## src/rtl/ro_measure_ctrl.sv

```systemverilog
// ro_measure_ctrl: sweeps a ring-oscillator bank, one at a time,
// counting synchronised rising edges over a fixed clk window.
// Optional macro RO_MEAS_CONTINUOUS_EN: restart the next sweep
// straight from the last handshake while start is held high.
module ro_measure_ctrl #(
  parameter int NUM_RO = 4,
  parameter int SETTLE = 8,
  parameter int WINDOW = 1024,
  parameter int CNT_W  = 16,
  localparam int IDX_W = (NUM_RO > 1) ? $clog2(NUM_RO) : 1
) (
  input  logic              clk,
  input  logic              reset,
  input  logic              start,
  input  logic [NUM_RO-1:0] ro_q,
  output logic [NUM_RO-1:0] ro_en,
  output logic              busy,
  output logic              res_valid,
  input  logic              res_ready,
  output logic [IDX_W-1:0]  res_idx,
  output logic [CNT_W-1:0]  res_count,
  output logic              res_sat,
  output logic              done
);

  localparam int TMAX = (SETTLE > WINDOW) ? SETTLE : WINDOW;
  localparam int TW   = (TMAX > 1) ? $clog2(TMAX) : 1;

  localparam logic [TW-1:0]    SET_END  = TW'(SETTLE - 1);
  localparam logic [TW-1:0]    WIN_END  = TW'(WINDOW - 1);
  localparam logic [IDX_W-1:0] IDX_LAST = IDX_W'(NUM_RO - 1);
  localparam logic [CNT_W-1:0] CNT_MAX  = '1;

  typedef enum logic [1:0] {
    S_IDLE,
    S_SETTLE,
    S_COUNT,
    S_REPORT
  } state_t;

  state_t           state_q, state_d;
  logic [IDX_W-1:0] idx_q, idx_d;
  logic [TW-1:0]    tmr_q, tmr_d;
  logic [CNT_W-1:0] cnt_q, cnt_d;
  logic             sat_q, sat_d;
  logic             prev_q, prev_d;
  logic             done_q, done_d;

  logic sel;
  logic rise;
  logic last;

  assign sel  = ro_q[idx_q];
  assign rise = sel & ~prev_q;
  assign last = (idx_q == IDX_LAST);

  // State register
  always_ff @(posedge clk) begin
    if (reset) state_q <= S_IDLE;
    else       state_q <= state_d;
  end

  // Datapath registers: index, timer, counter, edge history, done
  always_ff @(posedge clk) begin
    if (reset) begin
      idx_q  <= '0;
      tmr_q  <= '0;
      cnt_q  <= '0;
      sat_q  <= 1'b0;
      prev_q <= 1'b0;
      done_q <= 1'b0;
    end else begin
      idx_q  <= idx_d;
      tmr_q  <= tmr_d;
      cnt_q  <= cnt_d;
      sat_q  <= sat_d;
      prev_q <= prev_d;
      done_q <= done_d;
    end
  end

  // Next-state logic
  always_comb begin
    state_d = state_q;
    case (state_q)
      S_IDLE: begin
        if (start) state_d = S_SETTLE;
      end
      S_SETTLE: begin
        if (tmr_q == SET_END) state_d = S_COUNT;
      end
      S_COUNT: begin
        if (tmr_q == WIN_END) state_d = S_REPORT;
      end
      S_REPORT: begin
        if (res_ready) begin
          if (!last) begin
            state_d = S_SETTLE;
          end else begin
`ifdef RO_MEAS_CONTINUOUS_EN
            state_d = start ? S_SETTLE : S_IDLE;
`else
            state_d = S_IDLE;
`endif
          end
        end
      end
      default: state_d = S_IDLE;
    endcase
  end

  // Datapath next values: timing, edge counting with saturation
  always_comb begin
    idx_d  = idx_q;
    tmr_d  = tmr_q;
    cnt_d  = cnt_q;
    sat_d  = sat_q;
    prev_d = prev_q;
    done_d = 1'b0;
    case (state_q)
      S_IDLE: begin
        idx_d = '0;
        tmr_d = '0;
      end
      S_SETTLE: begin
        // history reloaded so the window never opens on a false edge
        prev_d = sel;
        if (tmr_q == SET_END) begin
          tmr_d = '0;
          cnt_d = '0;
          sat_d = 1'b0;
        end else begin
          tmr_d = tmr_q + 1'b1;
        end
      end
      S_COUNT: begin
        prev_d = sel;
        if (rise) begin
          if (cnt_q == CNT_MAX) sat_d = 1'b1;
          else                  cnt_d = cnt_q + 1'b1;
        end
        if (tmr_q == WIN_END) tmr_d = '0;
        else                  tmr_d = tmr_q + 1'b1;
      end
      S_REPORT: begin
        if (res_ready) begin
          tmr_d = '0;
          if (last) begin
            idx_d  = '0;
            done_d = 1'b1;
          end else begin
            idx_d = idx_q + 1'b1;
          end
        end
      end
      default: ;
    endcase
  end

  // Outputs: one-hot enable only while settling or counting
  always_comb begin
    ro_en = '0;
    if (state_q == S_SETTLE || state_q == S_COUNT)
      ro_en[idx_q] = 1'b1;
    busy      = (state_q != S_IDLE);
    res_valid = (state_q == S_REPORT);
    res_idx   = idx_q;
    res_count = cnt_q;
    res_sat   = sat_q;
    done      = done_q;
  end

endmodule

```

## config.mk

```make
export PLATFORM = sky130hd
export DESIGN_NAME = ro_measure_ctrl
export DESIGN_NICKNAME = d
export VERILOG_FILES = /design/src/rtl/ro_measure_ctrl.sv
export SDC_FILE = /design/constraint.sdc
export NUM_CORES = 1
export LEC_CHECK = 0
export CORE_MARGIN = 3
export CORE_UTILIZATION = 47
export CTS_CLUSTER_SIZE = 25
export DETAILED_ROUTE_END_ITERATION = 6
export PLACE_DENSITY_LB_ADDON = 0.2
export SETUP_SLACK_MARGIN = 0.15
export SLEW_MARGIN = 0
export SYNTH_ARGS = -nofsm -noshare
export SYNTH_HDL_FRONTEND = slang
export SYNTH_SLANG_ARGS = --single-unit
export TNS_END_PERCENT = 5
```

## constraint.sdc

```tcl
create_clock -name clk -period 2 [get_ports clk]
set_clock_uncertainty 0.15 [all_clocks]
set_input_delay 0.4 -clock clk [delete_from_list [all_inputs] [get_ports clk]]
set_output_delay 0.4 -clock clk [all_outputs]
set_load 0.005 [all_outputs]
```

==> flow_summary_export.csv <==
group,metric,value,unit
routing,drcViolationCount,0,
grt,grt_first_pass_wirelength,9.535,mm
synth,synth-xor-area-share,0,%
floorplan,die_w,70.36,um
placement,io_buffers,33,
floorplan,fp.coreArea,3826,um2
worst_setup_path,crit_path_start,"tmr_q[8]",
layout,drive_gt1_share,36.09,%
sta,tns,-4.181,ns
placement,dp_hpwl,3.749,mm
grt,grtUsageMet2,41.48,%
clocking,cts.htree.levels,2,
clocking,numCtsBuffers,5,
worst_setup_path,worst-r2r-cell-count,7,
sta,setup_viol,27,
routing,drt_wl_total,5.992,mm
min_path,min_path_cells,2,
sta,fin_crit,2.297,ns
clocking,postCtsHoldBufs,0,
routing,via_count,2215,
sta,slew_headroom,62.39,%
flow_run,cap_violations,0,
routing,postRouteAntennaNets,0,
layout,design_area,3040,um2
pwr,p_leak,1.188,nW
sta,rsz0062_at_grt,"yes",
synth,yosys.area_share.simple,28.92,%
routing,via_per_inst,5.907,
pwr,power.internal,1.811,mW
synth,yosysSeqAreaShare,33.93,%
grt,grt-ovfl-total,0,
worst_setup_path,crit_arrival,2.37,ns
pwr,power_density,910.5,nW/um2
clocking,clk_pin_slew,0.07,ns
floorplan,start_util,50.88,%
clocking,clock_path_buffers,2,
pwr,sw_frac_of_total,34.58,%
synth,synthArstFlopShare,0,%
status,violations,"negative setup slack",
synth,synth_edf_count,0,
sta,tightest_slew,0.5626,ns
layout,final_common_cell,"buf_4",
worst_setup_path,required,2.07,ns
layout,final_cell_mix,"buf_4, dfxtp_1, clkdlybuf4s50_1, nand2_1, a21oi_1",
worst_setup_path,cp_max_fo,3,
synth,synth_top_family_by_area,"simple AND/OR/NAND/NOR gates",
sta,final-max-slew-violation-count,0,
synth,yosys_warnings,0,
pwr,pwr-share-clk,24.0,%
worst_setup_path,start_kind,"flop",
floorplan,die_h,70.36,um
synth,avgSynthCellArea,8.356,um2
synth,yosys.area.top_type,"dfxtp_1",
grt,grt_busiest_layer,"met2",
grt,grt_max_degree,15,
pwr,switching_power,957.2,uW
pwr,pwr-share-comb,50.0,%
synth,synth-main-ff-cell,"dfxtp_1",
clocking,clk_latency,0.30,ns
layout,diodes,0,
placement,dpl_cell_area,2694,um2
worst_setup_path,critPathCaptureType,"flop",
synth,synth_cell_types,51,
grt,met3_usage,5.324,%
clocking,clock_sinks,33,
floorplan,rows,22,
grt,antenna_found_initial,0,
synth,syn-num-nets,251,
synth,synth-seq-cells,33,
routing,drtIter0Drc,139,
placement,place_ws,-0.4467,ns
min_path,worst_hold_path_type,"reg2reg",
floorplan,io_pins,34,
status,status,"finished, violations left",
layout,nets,344,
synth,synth_compound_area_share,22.88,%
sta,setup_slack,-0.2975,ns
sta,hold_violations,0,
pwr,irDropWorstVdd,0.0007638,V
clocking,cts_tree,"built",
routing,dr.pass1.iters,4,
synth,syn_area,1947,um2
synth,synth_top_area_share,33.93,%
synth,netlist_instances,233,
synth,muxShareOfSynthArea,2.185,%
worst_setup_path,crit_type,"reg2reg",
routing,wl_per_cell,15.98,um
pwr,pwr-share-seq,26.0,%
grt,grt_pass1_vias,2148,
min_path,min_from,"res_sat",
sta,max_freq,435.3,MHz
grt,met1_usage,28.52,%
synth,synthAdderAreaFrac,6.427,%
grt,grtUsageTotal,23.78,%
synth,synth.area.top_cells,"dfxtp_1, ha_1, a21oi_1, o21ai_0, nand2_1",
worst_setup_path,r2r-start,"tmr_q[8]",
floorplan,dieArea,4951,um2
layout,syn2layout_area_growth,56.17,%
sta,period_share,114.9,%
placement,gp_congestion,0.8934,
clocking,cts-root-buf,"clkbuf_8",
## metrics by stage
step | util, % | hold WS, ns | power (mW) | instances
5_1_grt | 79.46 | 0.3761 | 2.905 | 375
6_report | 79.46 | 0.3192 | 2.768 | 375
3_3_place_gp | 70.41 | 0.3104 | 1.655 | 358
2_1_floorplan | - | 0.3104 | 1.249 | 233
3_5_place_dp | 70.41 | 0.3202 | 1.671 | 358
4_1_cts | 76.19 | 0.3370 | 2.545 | 372
## path summary, 6_finish.rpt
kind / slack [ns] / endpoint
setup / recovery: -0.30 / res_count[0]
hold / removal: 0.32 / res_sat
setup reg to reg: -0.30 / res_count[0]
hold reg to reg: 0.32 / res_sat
## power groups by stage
stage               Sequential (mW)  Clock [mW]  Combinational [mW]
finish                        0.720       0.665                1.38
global route                  0.724       0.697                1.48
CTS                           0.720       0.670                1.15
floorplan                     0.731           0               0.518
detailed placement            0.728           0               0.943
global placement              0.725           0               0.930
## critical path: stages, from the launching register on
cell     delay [ns]
dfxtp_2        0.32
or4_4          0.56
o31ai_4        0.23
buf_4          0.16
buf_6          0.11
nand2_4        0.04
or4_4          0.46
a31oi_1        0.19
## synthesized netlist by cell type (5+ instances only)
library cell / count
dfxtp_1: 33
a21oi_1: 21
nand2_1: 21
o21ai_0: 16
nand3_1: 12
inv_1: 11
nor2_1: 11
ha_1: 10
o31ai_1: 8
or3_1: 8
and2_1: 7
nand4_1: 6
or4_1: 6
a31oi_1: 5
or3_2: 5
## sequential cells by signal, indices dropped and copies added (netlist names)
signal and cells:
done 1, prev_q 1, res_count 16, res_idx 2
res_sat 1, state_q 2, tmr_q 10
## kinds of logic (layout without fill, tap and decap cells)
family / after synthesis / in the layout
AND/OR/NAND/NOR: 100 / 100
AO/OA/AOI/OAI: 66 / 69
flip-flops: 33 / 33
buffers and inverters: 21 / 112
adder cells (fa/ha/maj): 10 / 10
multiplexers: 3 / 3
## what timing repair did
action / CTS / global route
endpoints found under the setup margin: 37 / 37
buffers inserted: 4 / 2
gates cloned: 2 / 1
resized for setup: 39 / 28
endpoints found under the hold margin: 0 / 0
pin swaps: 10 / 14
## final cells by class
type / instances / area (um2)
Sequential cell: 33 / 668.1
Tap cell: 48 / 60.06
Fill cell: 233 / 785.8
Clock inverter: 1 / 30.03
Clock buffer: 7 / 86.33
Multi-Input combinational cell: 182 / 1354
Inverter: 11 / 41.29
Timing Repair Buffer: 93 / 800.8
## metal layers
| layer | vias up | wire length, um |
|---|---|---|
| li1 | 1070 | - |
| met1 | 1061 | 2525 |
| met2 | 77 | 3018 |
| met3 | 7 | 358 |
| met4 | 0 | 89 |
| met5 | - | 0 |
No activity file was read; power rests on OpenSTA's default activity.
